--- src/rtl/mostrar_resultado_pkg.sv ---
// pkg_despliegue: FSM states, 7-segment patterns and BCD helpers for mostrar_resultado
package pkg_despliegue;
    typedef enum logic [1:0] {IDLE, CONV, CARGA} estado_t;
    localparam int N_BCD = 5;
    localparam logic [6:0] SEG_BLANK = 7'b1111111;
    localparam logic [6:0] SEG_MENOS = 7'b0111111;
    localparam logic [6:0] SEG_DIG [0:9] = '{
        7'b1000000, 7'b1111001, 7'b0100100, 7'b0110000, 7'b0011001,
        7'b0010010, 7'b0000010, 7'b1111000, 7'b0000000, 7'b0010000
    };
    function automatic logic [6:0] seg_de(input logic [3:0] d);
        return d > 4'd9 ? SEG_BLANK : SEG_DIG[d];
    endfunction
    // Double-dabble correction: every nibble >= 5 gets +3 before the shift
    function automatic logic [4*N_BCD-1:0] ajustar(input logic [4*N_BCD-1:0] b);
        logic [4*N_BCD-1:0] r;
        for (int i = 0; i < N_BCD; i++)
            r[4*i +: 4] = b[4*i +: 4] >= 4'd5 ? b[4*i +: 4] + 4'd3 : b[4*i +: 4];
        return r;
    endfunction
endpackage

--- src/rtl/mostrar_resultado_if.sv ---
// mostrar_resultado_if: product handshake between the multiplier and the display block
interface mostrar_resultado_if;
    logic [15:0] producto;
    logic        valido;
    logic        ocupado;
    modport master (output producto, valido, input ocupado);
    modport slave (input producto, valido, output ocupado);
endinterface

--- src/rtl/mostrar_resultado_binario_bcd.sv ---
// binario_bcd: sequential 16-bit binary to 5-digit BCD converter, one bit per clock
module binario_bcd
    import pkg_despliegue::*;
(
    input  logic                 clk,
    input  logic                 rst_n,
    input  logic                 start,
    input  logic [15:0]          valor,
    output logic [4*N_BCD-1:0]   bcd,
    output logic                 done
);
    logic [15:0] sh;
    logic [3:0]  cnt;
    logic        activo;
    // done marks the cycle of the last iteration so the caller can leave CONV on that edge
    assign done = activo && cnt == 4'd15;
    always_ff @(posedge clk or negedge rst_n)
        if (!rst_n) begin
            bcd    <= '0;
            sh     <= '0;
            cnt    <= '0;
            activo <= 1'b0;
        end else if (start) begin
            bcd    <= '0;
            sh     <= valor;
            cnt    <= '0;
            activo <= 1'b1;
        end else if (activo) begin
            {bcd, sh} <= {ajustar(bcd), sh} << 1;
            cnt       <= cnt + 4'd1;
            activo    <= !done;
        end
endmodule

--- src/rtl/mostrar_resultado.sv ---
// mostrar_resultado: signed product to sign + BCD, shown on a multiplexed 8-digit 7-segment display
module mostrar_resultado
    import pkg_despliegue::*;
#(
    parameter int REFRESH_LIMIT = 99999,
    parameter int N_DIGITS      = 8
) (
    input  logic                CLK100MHZ,
    input  logic                reset,
    mostrar_resultado_if.slave  bus,
    output logic [6:0]          seg,
    output logic                DP,
    output logic [N_DIGITS-1:0] AN
);
    localparam int CW = REFRESH_LIMIT > 0 ? $clog2(REFRESH_LIMIT + 1) : 1;
    localparam int IW = $clog2(N_DIGITS);
    estado_t              estado;
    logic                 ocupado;
    logic                 signo;
    logic                 disp_signo;
    logic [4*N_BCD-1:0]   disp_bcd;
    logic [4*N_BCD-1:0]   bcd;
    logic [15:0]          mag;
    logic                 start;
    logic                 done;
    logic [CW-1:0]        refresco;
    logic [IW-1:0]        idx;
    logic [IW-1:0]        idx_n;
    logic                 fin;
    logic [6:0]           pat [N_DIGITS];
    assign DP          = 1'b1;
    assign bus.ocupado = ocupado;
    assign start       = estado == IDLE && bus.valido;
    // -32768 negates to 16'h8000, which is exactly 32768 as unsigned
    assign mag         = bus.producto[15] ? -bus.producto : bus.producto;
    binario_bcd u_bcd (
        .clk   (CLK100MHZ),
        .rst_n (reset),
        .start (start),
        .valor (mag),
        .bcd   (bcd),
        .done  (done)
    );
    always_ff @(posedge CLK100MHZ or negedge reset)
        if (!reset) begin
            estado     <= IDLE;
            ocupado    <= 1'b0;
            signo      <= 1'b0;
            disp_signo <= 1'b0;
            disp_bcd   <= '0;
        end else if (start) begin
            estado  <= CONV;
            ocupado <= 1'b1;
            signo   <= bus.producto[15];
        end else if (estado == CONV && done) begin
            estado <= CARGA;
        end else if (estado == CARGA) begin
            estado     <= IDLE;
            ocupado    <= 1'b0;
            disp_bcd   <= bcd;
            disp_signo <= signo;
        end
    assign fin   = refresco == CW'(REFRESH_LIMIT);
    assign idx_n = fin ? (idx == IW'(N_DIGITS - 1) ? '0 : idx + IW'(1)) : idx;
    // A digit is blanked when it and every more significant digit are zero; digit 0 always shows
    always_comb begin
        for (int i = 0; i < N_DIGITS; i++)
            pat[i] = SEG_BLANK;
        for (int i = 0; i < N_BCD; i++)
            pat[i] = (i > 0 && (disp_bcd >> (4 * i)) == '0) ? SEG_BLANK : seg_de(disp_bcd[4*i +: 4]);
        pat[N_BCD] = disp_signo ? SEG_MENOS : SEG_BLANK;
    end
    // seg and AN both follow idx_n on the same edge, so they never disagree
    always_ff @(posedge CLK100MHZ or negedge reset)
        if (!reset) begin
            refresco <= '0;
            idx      <= '0;
            AN       <= ~N_DIGITS'(1);
            seg      <= SEG_DIG[0];
        end else begin
            refresco <= fin ? '0 : refresco + CW'(1);
            idx      <= idx_n;
            AN       <= ~(N_DIGITS'(1) << idx_n);
            seg      <= pat[idx_n];
        end
endmodule

--- src/flat_wrapper.sv ---
// flat-port wrapper written by rule: the top's interface ports become plain ports
module mostrar_resultado_flat import pkg_despliegue::*;
#(
    parameter int REFRESH_LIMIT = 99999,
    parameter int N_DIGITS      = 8
)
  (CLK100MHZ, reset, seg, DP, AN, bus_producto, bus_valido, bus_ocupado);
  mostrar_resultado_if bus_i ();
  input  logic CLK100MHZ;
  input  logic reset;
  output logic [6:0] seg;
  output logic DP;
  output logic [N_DIGITS-1:0] AN;
  input wire logic [$bits(bus_i.producto)-1:0] bus_producto;
  input wire logic [$bits(bus_i.valido)-1:0] bus_valido;
  output wire logic [$bits(bus_i.ocupado)-1:0] bus_ocupado;
  assign bus_i.producto = bus_producto;
  assign bus_i.valido = bus_valido;
  assign bus_ocupado = bus_i.ocupado;
  mostrar_resultado #(.REFRESH_LIMIT(REFRESH_LIMIT), .N_DIGITS(N_DIGITS)) u_core (.CLK100MHZ(CLK100MHZ), .reset(reset), .bus(bus_i), .seg(seg), .DP(DP), .AN(AN));
endmodule
--- config.mk ---
export PLATFORM = sky130hd
export DESIGN_NAME = mostrar_resultado_flat
export DESIGN_NICKNAME = d
export VERILOG_FILES = /design/src/rtl/mostrar_resultado_pkg.sv /design/src/rtl/mostrar_resultado_if.sv /design/src/rtl/mostrar_resultado_binario_bcd.sv /design/src/rtl/mostrar_resultado.sv /design/src/flat_wrapper.sv
export SDC_FILE = /design/constraint.sdc
export NUM_CORES = 1
export LEC_CHECK = 0
export BUFFER_PORTS_ARGS = -buffer_cell sky130_fd_sc_hd__buf_2
export CAP_MARGIN = 20
export CORE_UTILIZATION = 56
export CTS_BUF_LIST = sky130_fd_sc_hd__clkbuf_8 sky130_fd_sc_hd__clkbuf_16
export DETAILED_ROUTE_END_ITERATION = 8
export PLACE_DENSITY = 0.84
export SYNTH_ARGS = -nofsm -noshare
export SYNTH_HDL_FRONTEND = slang
export SYNTH_SLANG_ARGS = --single-unit
--- constraint.sdc ---
create_clock -name CLK100MHZ -period 2.3 [get_ports CLK100MHZ]
set_input_delay 0.345 -clock CLK100MHZ [delete_from_list [all_inputs] [get_ports CLK100MHZ]]
set_output_delay 0.345 -clock CLK100MHZ [all_outputs]
set_load 0.02 [all_outputs]
==> results.yml, run 1 <==
status:
  status: "finished clean"
finish:
  final_layout_size_suffix_gt1_frac: 0.182
  antenna_cells: 0
  mostFrequentLayoutCell: "dfrtp_1"
  stdcell_count: 838
  nFillCells: 816
  nets: 756
  final_cell_mix: "92 x dfrtp_1, 68 x nand2_1, 65 x nor2_1"
  final-seq-area_sq_um: 2540
  syn_to_final_growth_pct: 12.5
  fin_util: 0.655
  multiInputGateArea_sq_um: 3300
detailed_routing:
  vias_per_cell: 5.79
  drt-wirelength-per-cell_microns: 15.0
  vias: 4851
  drc: 0
  drtPass1Iterations: 5
  initialDrtViolationCount: 342
  postRouteAntennaNets: 0
  totalWireLength_microns: 12600
synthesis:
  dominantRegCellSynth: "dfrtp_1"
  synth_cell_type_count: 67
  synth_edf_count: 0
  synth-seq-area-share: 0.420
  synth_cells: 651
  ys_warn_count: 0
  ys_seq_elements: 101
  synth_nets: 710
  avgSynthCellArea_sq_um: 9.28
  synthArstFlopShare: 1.00
  syn-cell-area_sq_um: 6040
die:
  die_area_sq_um: 11200
  rows: 37
  core_sq_um: 10400
  initial_utilization: 0.582
  die_w_microns: 106
  dieHeight_microns: 106
  ios: 36
power_and_ir_drop:
  vdd_ir_drop_max_v: 0.000401
  combPwrFrac: 0.034
  p_clk_frac: 0.402
  netSwitchingFraction: 0.228
  internal_power_mw: 2.43
  power_density_nw_per_um2: 464
  switchingPower_mw: 0.717
  seqPwrFrac: 0.563
  power_mw: 3.15
  p_leak_nw: 2.99
global_routing:
  antenna_found_initial: 0
  grt_max_degree: 41
  gr-total-overflow: 0
  track_usage: 0.236
  grt_pass1_wl_microns: 21500
  grt_pass1_vias: 4756
cts:
  htreeDepth: 3
  clk_pin_slew_worst_paths_ns: 0.10
  insertion_delay_ns: 0.38
  cts_num_sinks: 101
  cts_tree: "yes"
  clk_path_buf_depth: 2
  cts_buffers: 9
  cts-root-buf: "clkbuf_8"
timing:
  fmax_ghz: 0.449
  fin_crit_sh: 0.969
  rsz0062_at_grt: "true"
  min_period_ns: 2.23
  finClkSkew_ns: 0.00857
  timing_hold_violations_final: 0
  finalMaxSlewViolations: 0
  setup_viol: 0
  whs_ns: 0.230
  relSlewSlack: 0.586
  worst_pin_slew_ns: 0.621
placement:
  routabilityCongestion: 0.918
  dpl.hpwl_microns: 9110
  dp_cells: 813
  port_buffers: 34
critical_path:
  critPathKind: "flop to flop"
  r2r_start: "u_core.refresco[14]$_DFF_PN0_"
  r2r_end: "u_core.seg[6]$_DFF_PN1_"
  crit_fanout: 8
  cp_data_arrival_time_ns: 2.53
  startpoint_type: "flop"
  reg2reg_depth: 7
  cp-end-kind: "flop"
  cp.required_ns: 2.60
  r2r_setup_slack_ns: 0.07
hold_path:
  hp-class: "input pin to flop"
  min_path_cells: 3
  worstHoldEndpoint: "u_core.u_bcd.sh[0]$_DFFE_PN0P_"
  hp-start: "bus_producto[0]"
job:
  maxCapViolCount: 0
==> cells by family (layout without fill, tap and decap cells) <==
group	after synthesis	in the layout	share of synthesized area
xor+xnor	38	38	0.0551
flops	101	101	0.420
fa+ha+maj	40	40	0.0829
mux	35	35	0.0665
compound gates	147	147	0.145
buf+inv	63	114	0.0435
other cells	1	1	0.000621
simple gates	226	226	0.186
==> stage by stage <==
| step | setup TNS, ns | worst slack, ns | instance area [sq um] |
|---|---|---|---|
| final | 0 | 0.0717 | 6790 |
| after global routing | -0.226 | -0.0670 | 6790 |
| after CTS | 0 | 0.00555 | 6660 |
| after detailed placement | 0 | 0.0223 | 6430 |
| after global placement | 0 | 0.0868 | 6430 |
| after floorplan | 0 | 0.112 | 6040 |
==> synthesized netlist by cell type, types with 3 or more instances <==
cell type / n / area share
buf_1: 4 / 0.0025
dfrtp_1: 93 / 0.39
o211ai_1: 4 / 0.0050
inv_1: 32 / 0.020
ha_1: 40 / 0.083
nand2_1: 68 / 0.042
nor3_1: 6 / 0.0050
a21oi_1: 50 / 0.041
xor2_1: 18 / 0.026
mux2i_4: 3 / 0.011
or3_1: 5 / 0.0052
mux2_2: 11 / 0.021
nand3_1: 27 / 0.022
clkbuf_1: 21 / 0.013
mux2i_1: 21 / 0.035
o31ai_1: 5 / 0.0062
nor2_1: 66 / 0.041
o311ai_0: 3 / 0.0044
and3_1: 3 / 0.0031
o21ai_0: 47 / 0.039
a31oi_1: 7 / 0.0073
a211oi_1: 11 / 0.014
nand4_1: 4 / 0.0041
nand2b_1: 14 / 0.015
xnor2_1: 20 / 0.029
nor2b_1: 8 / 0.0083
dfstp_2: 8 / 0.035
==> flip-flops by register name, summed over array words and instances (netlist names) <==
register	cells
u_core.seg	7
u_core.refresco	17
u_core.bus.ocupado	1
u_core.u_bcd.cnt	4
u_core.u_bcd.sh	16
u_core.u_bcd.activo	1
u_core.u_bcd.bcd	20
u_core.estado	2
u_core.signo	1
u_core.disp_signo	1
u_core.idx	3
u_core.disp_bcd	20
u_core.AN	8
==> worst max path at each step <==
stage	start	endpoint	slack, ns	depth (start not counted)
detailed placement	u_core.refresco[0]$_DFF_PN0_	u_core.seg[3]$_DFF_PN0_	0.02	7
finish	u_core.refresco[14]$_DFF_PN0_	u_core.seg[6]$_DFF_PN1_	0.07	7
floorplan	u_core.disp_bcd[12]$_DFFE_PN0P_	u_core.seg[1]$_DFF_PN0_	0.11	8
global route	u_core.refresco[14]$_DFF_PN0_	u_core.seg[0]$_DFF_PN0_	-0.07	8
CTS	u_core.refresco[0]$_DFF_PN0_	u_core.seg[3]$_DFF_PN0_	0.006	7
global placement	u_core.refresco[0]$_DFF_PN0_	u_core.seg[3]$_DFF_PN0_	0.09	7
==> repair_timing <==
item,4_1_cts,5_1_grt
gates resized for setup,0,13
hold endpoints to repair,23,0
setup buffers,0,8
endpoints found under the setup margin,0,7
hold buffers,1,0
==> metal layers <==
layer | global-route usage | vias up | wire length, microns
li1 | - | 2346 | -
met2 | 0.417 | 122 | 6530
met4 | 0.0774 | 0 | 184
met1 | 0.290 | 2366 | 5380
met3 | 0.0427 | 17 | 476
met5 | 0 | - | 0
==> power by group through the flow <==
stage	logic [mW]	registers (mW)	clock network [mW]
2_1_floorplan	0.0379	1.81	0
5_1_grt	0.124	1.78	1.34
4_1_cts	0.111	1.78	1.28
3_3_place_gp	0.105	1.81	0
3_5_place_dp	0.110	1.81	0
6_report	0.108	1.78	1.27
==> critical path, cell delays in order, from the launching register on <==
cell,delay [ns]
dfrtp_1,0.42
nor4b_4,0.35
nand4_4,0.27
buf_4,0.22
mux2_2,0.30
o211a_1,0.20
a21oi_1,0.05
a221o_2,0.34
==> final cells by class <==
cell class                      count  share of cell area
Multi-Input combinational cell    487               0.485
Clock inverter                      7              0.0146
Sequential cell                   101               0.374
Clock buffer                        9              0.0182
Tap cell                          136              0.0251
Inverter                           33              0.0195
Timing Repair Buffer               65              0.0634
No activity file was read; power rests on OpenSTA's default activity.
==> run 2: changes to the inputs <==
==> constraint.sdc (replaced) <==
create_clock -name CLK100MHZ -period 2.3 [get_ports CLK100MHZ]
set_input_delay 0.23 -clock CLK100MHZ [delete_from_list [all_inputs] [get_ports CLK100MHZ]]
set_output_delay 0.23 -clock CLK100MHZ [all_outputs]
set_load 0.02 [all_outputs]
==> results.yml, run 2 (synthesized netlist as in run 1, its figures left out) <==
die:
  dieHeight_microns: 106
  initial_utilization: 0.582
  die_w_microns: 106
  rows: 37
  die_area_sq_um: 11200
  ios: 36
  core_sq_um: 10400
detailed_routing:
  vias: 4759
  drtPass1Iterations: 5
  postRouteAntennaNets: 0
  totalWireLength_microns: 12100
  vias_per_cell: 5.67
  initialDrtViolationCount: 217
  drt-wirelength-per-cell_microns: 14.4
  drc: 0
job:
  maxCapViolCount: 0
critical_path:
  cp_top_family: "simple AND/OR/NAND/NOR gates"
  startpoint: "u_core.refresco[8]$_DFF_PN0_"
  cp_data_arrival_time_ns: 2.52
  critPathMaxStageDelay_ns: 0.45
  crit_fanout: 9
  startpoint_type: "flop"
  cp.required_ns: 2.60
  cp_slowest_cell: "dfrtp_2"
  cp-end-kind: "flop"
  critPathKind: "flop to flop"
  r2r_start: "u_core.refresco[8]$_DFF_PN0_"
  crit_buf_inv: 2
  path_cells: "nor4b_4, nand4_4, mux2i_4, clkinv_4, buf_12, nor2_4, o221ai_1, a31oi_1"
placement:
  routabilityCongestion: 0.886
  post_dp_cell_area_sq_um: 6420
  dpl.hpwl_microns: 8620
  port_buffers: 34
  place_ws_ns: 0.0342
timing:
  relSlewSlack: 0.561
  worst_pin_slew_ns: 0.658
  timing_hold_violations_final: 0
  fin_crit_sh: 0.964
  min_period_ns: 2.22
  finalMaxSlewViolations: 0
  fmax_ghz: 0.451
  setup_tns_ns: 0
  finClkSkew_ns: 0.00705
  layout_setup_ws_ns: 0.0823
  setup_viol: 0
cts:
  cts_num_sinks: 101
  cts_buffers: 9
  htreeDepth: 3
  clk_pin_slew_worst_paths_ns: 0.09
  cts-root-buf: "clkbuf_8"
  clk_path_buf_depth: 2
  cts_tree: "yes"
  insertion_delay_ns: 0.38
finish:
  final_cell_mix: "91 x dfrtp_1, 68 x nand2_1, 64 x nor2_1"
  syn_to_final_growth_pct: 12.6
  design_area_sq_um: 6800
  nets: 759
  mostFrequentLayoutCell: "dfrtp_1"
  top_regs: "u_core.disp_bcd x20, u_core.u_bcd.bcd x20, u_core.refresco x17"
  antenna_cells: 0
  final_layout_size_suffix_gt1_frac: 0.188
hold_path:
  hp-start: "bus_producto[0]"
  hp-class: "input pin to flop"
global_routing:
  grt_max_degree: 43
  antenna_found_initial: 0
  grt_pass1_wl_microns: 20500
  gr-total-overflow: 0
  track_usage: 0.228
  grt_pass1_vias: 4511
status:
  status: "finished clean"
power_and_ir_drop:
  power_density_nw_per_um2: 446
  vdd_ir_drop_max_v: 0.000333
  p_leak_nw: 3.00
run 2: cell count changes in the layout (fill, tap and decap cells not counted), sizes merged:
cell,delta
clkbuf,+2
inv,-2
clkinvlp,-2
clkinv,+2
bufinv,-1
buf,+3
run 2: area by class of cell:
type,count,area [sq um]
clock buffers,11,151
clock inverters,4,47.5
fillers,826,3570
inverters,33,129
multi-input cells,487,3280
flip-flops and latches,101,2540
well taps,136,170
repair buffers,68,482
run 2: metal layers:
metal	wire length, microns	GRT usage
met1	5360	0.283
met2	6060	0.392
met3	445	0.0451
met4	208	0.0853
met5	0	0
run 2: worst paths after layout:
kind | endpoint | slack, ns | depth (start not counted)
worst min register to register | u_core.refresco[0]$_DFF_PN0_ | 0.49 | 1
worst max register to register | u_core.seg[5]$_DFF_PN0_ | 0.08 | 8
min in group asynchronous | u_core.refresco[9]$_DFF_PN0_ | 0.37 | 2
worst max-delay path | u_core.seg[5]$_DFF_PN0_ | 0.08 | 8
max in group asynchronous | u_core.AN[4]$_DFF_PN1_ | 1.28 | 3
worst min-delay path | u_core.u_bcd.sh[0]$_DFFE_PN0P_ | 0.12 | 3
run 2: power by group:
part / total (mW) / switching, mW / internal, mW
logic: 0.110 / 0.0701 / 0.0397
clock network: 1.15 / 0.594 / 0.552
registers: 1.77 / 0 / 1.77
total: 3.03 / 0.664 / 2.37
run 2: timing repair:
item / in CTS / in global routing
hold endpoints to repair: 35 / 0
buffers inserted: 0 / 14
resized for setup: 0 / 13
setup endpoints to repair: 0 / 7
hold buffers: 1 / 0
run 2: per-stage QoR:
step	util	instances	hold slack (ns)	power, mW
6_report	0.655	840	0.121	3.03
5_1_grt	0.655	840	0.130	3.14
4_1_cts	0.639	826	0.102	3.07
3_5_place_dp	0.619	810	0.250	1.92
3_3_place_gp	0.619	810	0.244	1.92
2_1_floorplan	-	651	-0.0656	1.85
run 2: worst register-to-register path: stages, from the launching register on:
cell and delay, ns:
dfrtp_2 0.45, nor4b_4 0.37, nand4_4 0.22, mux2i_4 0.33
clkinv_4 0.09, buf_12 0.15, nor2_4 0.13, o221ai_1 0.18
a31oi_1 0.22
